### config.mk
export PLATFORM = sky130hd
export DESIGN_NAME = stump_control_unit
export DESIGN_NICKNAME = d
export VERILOG_FILES = /design/src/rtl/stump_control_unit_pkg.sv /design/src/rtl/stump_branch_eval.sv /design/src/rtl/stump_control_unit.sv
export SDC_FILE = /design/constraint.sdc
export NUM_CORES = 1
export LEC_CHECK = 0
export CORE_MARGIN = 3
export CORE_UTILIZATION = 42
export DETAILED_ROUTE_END_ITERATION = 16
export GPL_TIMING_DRIVEN = 0
export PLACE_DENSITY = 0.88
export SLEW_MARGIN = 20
export SYNTH_ARGS = -nofsm -noshare
export SYNTH_HDL_FRONTEND = slang
export SYNTH_SLANG_ARGS = --single-unit
### constraint.sdc
create_clock -name clk -period 3.09 [get_ports clk]
set_clock_uncertainty 0.2 [all_clocks]
set_input_delay 0.927 -clock clk [delete_from_list [all_inputs] [get_ports clk]]
set_output_delay 0.927 -clock clk [all_outputs]
set_load 0.01 [all_outputs]
### src/rtl/stump_control_unit_pkg.sv
`default_nettype none
// +--------------------------------------------------------------------+
// | Module  : stump_control_unit_pkg                                   |
// | Purpose : Shared Stump definitions: control-state encodings,       |
// |           opcodes used by the control unit and the bit positions   |
// |           of the condition codes inside cc = {N,Z,V,C}.            |
// | Revision: 1.0  initial release                                     |
// +--------------------------------------------------------------------+
package stump_control_unit_pkg;

    typedef enum logic [1:0] {
        ST_FETCH   = 2'b00,
        ST_EXECUTE = 2'b01,
        ST_MEMORY  = 2'b10,
        ST_HALT    = 2'b11
    } state_e;

    localparam logic [2:0] C_OP_ADD  = 3'b000;
    localparam logic [2:0] C_OP_LDST = 3'b011;
    localparam logic [2:0] C_OP_BCC  = 3'b111;

    localparam int C_CC_N = 3;
    localparam int C_CC_Z = 2;
    localparam int C_CC_V = 1;
    localparam int C_CC_C = 0;

endpackage
`default_nettype wire

### src/rtl/stump_branch_eval.sv
`default_nettype none
// +--------------------------------------------------------------------+
// | Module  : stump_branch_eval                                        |
// | Purpose : Evaluates the 16 Stump branch conditions against the     |
// |           current condition codes.                                 |
// | Ports   : i_cond  [3:0] condition field of the BCC instruction     |
// |           i_cc    [3:0] condition codes {N,Z,V,C}                  |
// |           o_taken       1 when the branch is taken                 |
// | Revision: 1.0  initial release                                     |
// +--------------------------------------------------------------------+
module stump_branch_eval
    import stump_control_unit_pkg::*;
(
    input  logic [3:0] i_cond,
    input  logic [3:0] i_cc,
    output logic       o_taken
);

    logic w_n;
    logic w_z;
    logic w_v;
    logic w_c;

    assign w_n = i_cc[C_CC_N];
    assign w_z = i_cc[C_CC_Z];
    assign w_v = i_cc[C_CC_V];
    assign w_c = i_cc[C_CC_C];

    always_comb begin
        o_taken = 1'b0;
        case (i_cond)
            4'd0:  o_taken = 1'b1;                    // AL
            4'd1:  o_taken = 1'b0;                    // NV
            4'd2:  o_taken = ~(w_c | w_z);            // HI
            4'd3:  o_taken = w_c | w_z;               // LS
            4'd4:  o_taken = ~w_c;                    // CC
            4'd5:  o_taken = w_c;                     // CS
            4'd6:  o_taken = ~w_z;                    // NE
            4'd7:  o_taken = w_z;                     // EQ
            4'd8:  o_taken = ~w_v;                    // VC
            4'd9:  o_taken = w_v;                     // VS
            4'd10: o_taken = ~w_n;                    // PL
            4'd11: o_taken = w_n;                     // MI
            4'd12: o_taken = ~(w_n ^ w_v);            // GE
            4'd13: o_taken = w_n ^ w_v;               // LT
            4'd14: o_taken = ~((w_n ^ w_v) | w_z);    // GT
            default: o_taken = (w_n ^ w_v) | w_z;     // LE
        endcase
    end

endmodule
`default_nettype wire

### src/rtl/stump_control_unit.sv
`default_nettype none
// +--------------------------------------------------------------------+
// | Module  : stump_control_unit                                       |
// | Purpose : Stump FETCH/EXECUTE/MEMORY/HALT sequencer merged with    |
// |           instruction decode, memory wait handshake, bus timeout   |
// |           and retired-instruction counter.                         |
// | Ports   : clk, rst (async, active-low)                             |
// |           ir[15:0], cc[3:0], mem_ready, halt_req, resume (inputs)  |
// |           fetch/execute/memory/halted one-hot state indicators     |
// |           ir_en, ext_op, reg_write, dest, srcA, srcB, shift_op,    |
// |           opB_mux_sel, alu_func, cc_en, mem_ren, mem_wen           |
// |           bus_error (sticky), instr_count[CNT_W-1:0]               |
// | Revision: 1.0  initial release                                     |
// +--------------------------------------------------------------------+
module stump_control_unit
    import stump_control_unit_pkg::*;
#(
    parameter int PC_REG       = 7,
    parameter int CNT_W        = 16,
    parameter int WAIT_TIMEOUT = 15,
    parameter int WAIT_W       = 4
) (
    input  logic             clk,
    input  logic             rst,
    input  logic [15:0]      ir,
    input  logic [3:0]       cc,
    input  logic             mem_ready,
    input  logic             halt_req,
    input  logic             resume,
    output logic             fetch,
    output logic             execute,
    output logic             memory,
    output logic             halted,
    output logic             ir_en,
    output logic             ext_op,
    output logic             reg_write,
    output logic [2:0]       dest,
    output logic [2:0]       srcA,
    output logic [2:0]       srcB,
    output logic [1:0]       shift_op,
    output logic             opB_mux_sel,
    output logic [2:0]       alu_func,
    output logic             cc_en,
    output logic             mem_ren,
    output logic             mem_wen,
    output logic             bus_error,
    output logic [CNT_W-1:0] instr_count
);

    localparam logic [2:0]        C_PC         = 3'(PC_REG);
    localparam logic [WAIT_W-1:0] C_TIMEOUT    = WAIT_W'(WAIT_TIMEOUT);
    localparam logic              C_TIMEOUT_EN = (WAIT_TIMEOUT != 0);

    state_e            state_q,       state_d;
    logic [WAIT_W-1:0] wait_cnt_q,    wait_cnt_d;
    logic              bus_error_q,   bus_error_d;
    logic [CNT_W-1:0]  instr_count_q, instr_count_d;

    logic [2:0] w_opcode;
    logic       w_taken;
    logic       w_timeout;
    logic       w_retire;

    assign w_opcode = ir[15:13];

    // Only meaningful in FETCH/MEMORY; a mem_ready in the same cycle wins.
    assign w_timeout = C_TIMEOUT_EN && (wait_cnt_q == C_TIMEOUT) && !mem_ready;

    stump_branch_eval u_branch_eval (
        .i_cond  (ir[11:8]),
        .i_cc    (cc),
        .o_taken (w_taken)
    );

    always_comb begin
        ir_en       = 1'b0;
        ext_op      = 1'b0;
        reg_write   = 1'b0;
        dest        = 3'd0;
        srcA        = 3'd0;
        srcB        = 3'd0;
        shift_op    = 2'b00;
        opB_mux_sel = 1'b0;
        alu_func    = C_OP_ADD;
        cc_en       = 1'b0;
        mem_ren     = 1'b0;
        mem_wen     = 1'b0;
        state_d     = state_q;
        bus_error_d = bus_error_q;
        w_retire    = 1'b0;

        case (state_q)
            ST_FETCH: begin
                mem_ren   = 1'b1;
                srcA      = C_PC;
                dest      = C_PC;
                reg_write = mem_ready;   // PC increment lands with the fetch
                ir_en     = mem_ready;
                if (mem_ready) begin
                    state_d = ST_EXECUTE;
                end else if (w_timeout) begin
                    bus_error_d = 1'b1;
                    state_d     = ST_HALT;
                end
            end
            ST_EXECUTE: begin
                if (w_opcode == C_OP_BCC) begin
                    ext_op      = 1'b1;
                    opB_mux_sel = 1'b1;
                    srcA        = C_PC;
                    dest        = C_PC;
                    reg_write   = w_taken;
                end else begin
                    dest     = ir[10:8];
                    srcA     = ir[7:5];
                    alu_func = w_opcode;
                    if (ir[12]) begin
                        srcB     = ir[4:2];
                        shift_op = ir[1:0];
                    end else begin
                        opB_mux_sel = 1'b1;
                        ext_op      = 1'b1;
                    end
                    if (w_opcode != C_OP_LDST) begin
                        cc_en     = ir[11];
                        reg_write = 1'b1;
                    end
                end
                // Loads/stores only compute their address here and retire later.
                if (w_opcode == C_OP_LDST) begin
                    state_d = ST_MEMORY;
                end else begin
                    w_retire = 1'b1;
                    state_d  = halt_req ? ST_HALT : ST_FETCH;
                end
            end
            ST_MEMORY: begin
                mem_ren   = ~ir[11];
                mem_wen   = ir[11];
                dest      = ir[10:8];
                reg_write = ~ir[11] & mem_ready;
                if (mem_ready) begin
                    w_retire = 1'b1;
                    state_d  = halt_req ? ST_HALT : ST_FETCH;
                end else if (w_timeout) begin
                    bus_error_d = 1'b1;
                    state_d     = ST_HALT;
                end
            end
            default: begin
                if (resume) begin
                    state_d = ST_FETCH;
                end
            end
        endcase

        if (state_d != state_q) begin
            wait_cnt_d = '0;
        end else if ((state_q == ST_FETCH) || (state_q == ST_MEMORY)) begin
            wait_cnt_d = wait_cnt_q + 1'b1;
        end else begin
            wait_cnt_d = '0;
        end

        instr_count_d = instr_count_q + {{(CNT_W-1){1'b0}}, w_retire};
    end

    always_ff @(posedge clk or negedge rst) begin
        if (!rst) begin
            state_q       <= ST_FETCH;
            wait_cnt_q    <= '0;
            bus_error_q   <= 1'b0;
            instr_count_q <= '0;
        end else begin
            state_q       <= state_d;
            wait_cnt_q    <= wait_cnt_d;
            bus_error_q   <= bus_error_d;
            instr_count_q <= instr_count_d;
        end
    end

    assign fetch       = (state_q == ST_FETCH);
    assign execute     = (state_q == ST_EXECUTE);
    assign memory      = (state_q == ST_MEMORY);
    assign halted      = (state_q == ST_HALT);
    assign bus_error   = bus_error_q;
    assign instr_count = instr_count_q;

endmodule
`default_nettype wire

* After elaboration in Yosys (flattened, before gate mapping)
Cells that the tools add are included.
** Storage, ports and cells
- Register bits after elaboration :: 23
- Output and inout bits :: 42
- Word-level logic and storage cells :: 85
** Cells by class
- Add/subtract/negate cells :: 2
- Eq/ne operators :: 22
- Multiplexer cells :: 37
- Bitwise logic cells :: 13
- Reduce and logical (&&, ||, !) cells :: 7
** Operator list (number)
- == test 4 bit (second input constant) :: 8
- 2-to-1 mux 3 bit :: 7
- 2-to-1 mux 2 bit :: 9
- adder 16 x 1 -> 16 bit :: 1
- == test 4 x 3 -> 1 bit (second input constant) :: 4
- one-hot mux 1 bit (15 select lines) :: 1
- 2-to-1 mux 1 bit :: 12
- NOT 1 bit :: 9
- one-hot mux 3 bit (3 select lines) :: 1
- == test 4 x 2 -> 1 bit (second input constant) :: 2
- 2-to-1 mux 4 bit :: 2
- one-hot mux 2 bit (3 select lines) :: 1
- one-hot mux 3 bit (2 select lines) :: 1
- adder 4 x 1 -> 4 bit (second input constant) :: 1
- == test 2 bit (second input constant) :: 2
- == test 4 x 1 -> 1 bit (second input constant) :: 1
- zero test 4 bit :: 1
- one-hot mux 1 bit (2 select lines) :: 2
- == test 3 x 2 -> 1 bit (second input constant) :: 1
- == test 3 bit (second input constant) :: 1
- != test 3 x 2 -> 1 bit (second input constant) :: 1
- one-hot mux 1 bit (3 select lines) :: 1
- AND reduction 3 bit :: 1
- == test 2 x 1 -> 1 bit (second input constant) :: 1
- 9 further kinds :: 10

* Longest topological paths before layout
- Depth in word-level cells :: 7
- Gate-level depth with buffers :: 11

* By module
Synthesis repeated with hierarchy kept, for this count alone.
** Unflattened totals
- Cell total of the unflattened synthesis :: 174
- Area total of the unflattened synthesis :: 1545.2 um2
** Modules (own cells, without submodules)
- stump_control_unit :: instances 1, cells each 152, area an instance 1387.6 um2
- stump_branch_eval :: instances 1, cells each 22, area an instance 157.7 um2

* Least setup slack after synthesis
Ideal clock, no wire load.
- Path type :: input-to-output
- Start :: in ir[11]
- End :: out reg_write
- Arrival :: 1875 ps
- Data required time :: 1963 ps
- Setup slack :: 88 ps
- Cell stages on the path :: 6
- Cell sequence :: buf_2 -> o21ai_0 -> a31oi_1 -> a221o_1 -> a311oi_1 -> o2bb2ai_1
** Between the ends
- Word-level cells in the longest chain between the ends :: 4
- Elaborated cells on any way between the ends :: 20
- Those cells by class :: eq/ne (14); mux (3); bitwise (2); reduce/logical (1)
** RTL lines
- start: declaration :: RTL line stump_control_unit.sv:25 : input logic [15:0] ir,
- == test 4 bit, or another cell as far along :: RTL line stump_branch_eval.sv:31 : case (i_cond)
- one-hot mux 1 bit (15 select lines) :: RTL line stump_branch_eval.sv:31
- 2-to-1 mux 1 bit :: RTL line stump_control_unit.sv:107 : if (w_opcode == C_OP_BCC) begin
- one-hot mux 1 bit (3 select lines) (*) :: RTL line stump_control_unit.sv:92 : case (state_q)
- end: declaration :: RTL line stump_control_unit.sv:36 : output logic reg_write,
Every way passes the cells marked *; elsewhere a longest branch is shown, timed or not.

* Worst setup path in the final report
- Start :: in cc[1]
- End :: out reg_write
** Between the ends
- Word-level cells in the longest chain between the ends :: 6
- Elaborated cells on any way between the ends :: 8
- Those cells by class :: mux (3); bitwise (5)
** RTL lines
- start: declaration :: RTL line stump_control_unit.sv:26 : input logic [3:0] cc,
- bitwise XOR 1 bit
- OR 1 bit :: RTL line stump_branch_eval.sv:46, stump_branch_eval.sv:47
- NOT 1 bit :: RTL line stump_branch_eval.sv:46 : 4'd14: o_taken = ~((w_n ^ w_v) | w_z);
- one-hot mux 1 bit (15 select lines) (*) :: RTL line stump_branch_eval.sv:31
- 2-to-1 mux 1 bit (*) :: RTL line stump_control_unit.sv:107
- one-hot mux 1 bit (3 select lines) (*) :: RTL line stump_control_unit.sv:92
Marks and branches as above.

==> results.md <==
* EDFF count, synth at 0
* Switching power at 622 µW
* Seq cells post-synth at 23
* Required @ worst endpoint at 1.96 ns
* Synthesized area at 0.00153 mm²
* Mapped Cells at 175
* Failing checks: setup timing
* Final worst-path cycle share at 1.02
* Pin count of the biggest net entering global routing at 24
* Worst hold path type: reg2reg
* Via density at 5.25
* Layout cells sized above 1 at 0.188
* Pins Over Slew Limit at 0
* Worst Hold Path EP: wait_cnt_q[0]
* DRC viols at 0
* Final Util at 0.672
* # diodes at 0
* Hold path depth at 1
* Synth area leader: dfrtp_1
* Num CTS Buffers at 3
* Synth Warn # at 0
* Synth Flop Type: dfrtp_1
* Setup crit start kind: input port
* Status: finished, violations left
* Switching Share at 0.410
* Initial Utilization at 0.449
* Iter 0 DRT Violations at 59
* Post-Syn Area per Cell at 8.76 µm²
* Async SR Flop Fraction at 1.00
* Max_cap viols at 0
* Min-delay src: wait_cnt_q[0]
* Crit path max fanout at 3
* Top Ports at 67
* Hold slack at 0.278 ns
* Peak Freq at 318 MHz
* Worst Max-Slew Pin Slew at 0.482 ns
* Hold buffers post-CTS at 0
* First-pass detailed-route iteration total at 4
* Gr usage total at 0.183
* Final Hold Viols at 0
* Antenna violations before repair at 0
* Drt total wl at 3960 µm
* Fillers at 299
* Logic pwr share at 0.636
* Power Density at 660 mW/mm²
* Critical path type: in2out
* P_int at 894 µW
* IO Port Bufs at 63
* Reg2reg end: instr_count[12]
* Multi-input logic area at 922 µm²
* Chip Height at 66.4 µm
* Final Setup Violations at 1
* Clk sinks at 23
* Seq/Total Area, Yosys at 0.376
* Register area at 577 µm²
* Minimum clock period at 3.15 ns
* DP HPWL at 2990 µm
* Slew headroom at 0.679
* Count of cell types in the netlist at 43
* First-pass GRT wire length at 6430 µm
* Row cnt at 21
* Wire per inst at 13.6 µm
* Clock network power share at 0.089
* Post-synth top area share at 0.376
* Grt total ovfl at 0
* Max clock buf depth at 2
* Clock insertion delay at the later pin of the skew report at 0.30 ns
* Layout area overhead at 49.8%
* Non-Filler Instances at 291
* Placer Congestion at 0.787
* Most frequent cell after synthesis: nor2_1
* Htree depth at 1
* Root Driver: clkbuf_4
* TritonCTS clock tree: yes
* CP arrival at 2.02 ns
* Final worst slack at -0.0592 ns
* RSZ-0062 raised after global routing: true
* Reg2reg path depth at 11
* Die area at 0.00441 mm²
* Placed cells at 284
* Core ar. at 0.00342 mm²
* Setup_tns at -0.0592 ns
* Clk slew on worst S/H paths at 0.12 ns
* Vias in the first global route at 1,487
* Synth area leaders: dfrtp_1 (38%), nor2_1 (5.9%), ha_1 (5.7%)
* Worst r2r src: state_q[0]
* Final Net Count at 278
* Top cells by count, synth: nor2_1 (24), dfrtp_1 (23), nand3_1 (12), xnor2_1 (10)
* CP Capture Type: output pin
* Sequential group share of total power at 0.275
* Reg-to-reg slack, setup at 0.55 ns
* Post-Syn Nets at 207
* P_leak at 1.12 nW
* Post-route antenna net violation count at 0
* Vias at 1,529
* Worst IR Drop VDD at 331 µV
* Die X-Extent at 66.4 µm
-- worst max-delay path by stage --
stage	start	cells past startpoint	end
2_1_floorplan	ir[11]	6	reg_write
3_3_place_gp	cc[1]	7	reg_write
3_5_place_dp	cc[1]	7	reg_write
4_1_cts	cc[2]	5	reg_write
5_1_grt	cc[1]	7	reg_write
6_report	cc[1]	7	reg_write
-- power by group through the flow --
stage	Sequential [mW]	Combinational (mW)	Clock, mW
after floorplan	0.425	0.518	0
after global placement	0.419	0.977	0
after detailed placement	0.420	0.994	0
after CTS	0.416	0.961	0.140
after global routing	0.429	1.07	0.158
final	0.416	0.965	0.135
-- kinds of logic after synthesis --
family                   Yosys count  share of synthesized area
AO/OA/AOI/OAI                     38                      0.174
AND/OR/NAND/NOR                   77                      0.254
flip-flops                        23                      0.376
XOR/XNOR                          16                     0.0914
buffers and inverters             14                     0.0482
adder cells (fa/ha/maj)            7                     0.0571
-- final cells by class --
cell class,instances,share of cell area
plain buffers,8,0.0300
clock buffers,3,0.00981
clock inverters,1,0.00218
inverters,6,0.00981
multi-input cells,138,0.402
flip-flops and latches,23,0.251
well taps,46,0.0251
repair buffers,66,0.270
-- worst max-delay path: stages --
cell and delay, ns:
buf_8 0.10, o21ai_2 0.12, a31oi_1 0.05, a221o_1 0.27
a311oi_1 0.28, o2bb2ai_1 0.14, buf_2 0.15
-- timing repair --
item                                    in CTS  in global routing
setup buffers                                2                  1
gates resized for setup                     68                 32
endpoints found under the setup margin      19                 15
pin swaps                                    5                  7
-- flip-flops by register name, summed over array words and instances (netlist names) --
| name | count |
|---|---|
| wait_cnt_q | 4 |
| instr_count | 16 |
| bus_error | 1 |
| state_q | 2 |
-- cells in the final DEF, fill, tap and decap left out, types with 5 or more instances in the layout --
master           synthesis  layout
clkdlybuf4s50_1          0      32
nand2_1                  8       7
xor2_1                   6       6
o21ai_0                  8       7
buf_4                    2       6
nand2b_1                 6       6
xnor2_1                 10      10
dlymetal6s2s_1           0       6
and3_1                   8       6
dlygate4sd2_1            0       7
and2_1                   7       7
a21oi_1                  6       6
buf_2                    3       8
nand3_1                 12      11
nor2_1                  24      24
inv_1                    6       5
dfrtp_1                 23      22
-- metal layers --
layer | vias to the layer above | global-route usage | wire (µm)
met5 | - | 0 | 0
met4 | 0 | 0.0228 | 23
met3 | 4 | 0.0442 | 347
met2 | 66 | 0.328 | 1960
met1 | 704 | 0.226 | 1630
li1 | 755 | - | -
-- stage by stage --
step / area, µm² / setup WS (ns) / total power, mW
after floorplan: 1530 / 0.0877 / 0.943
after global placement: 2220 / -0.892 / 1.40
after detailed placement: 2220 / -0.921 / 1.41
after CTS: 2270 / -0.0692 / 1.52
after global routing: 2300 / -0.0715 / 1.66
final: 2300 / -0.0592 / 1.52
Power figures use the tool's default switching activity.
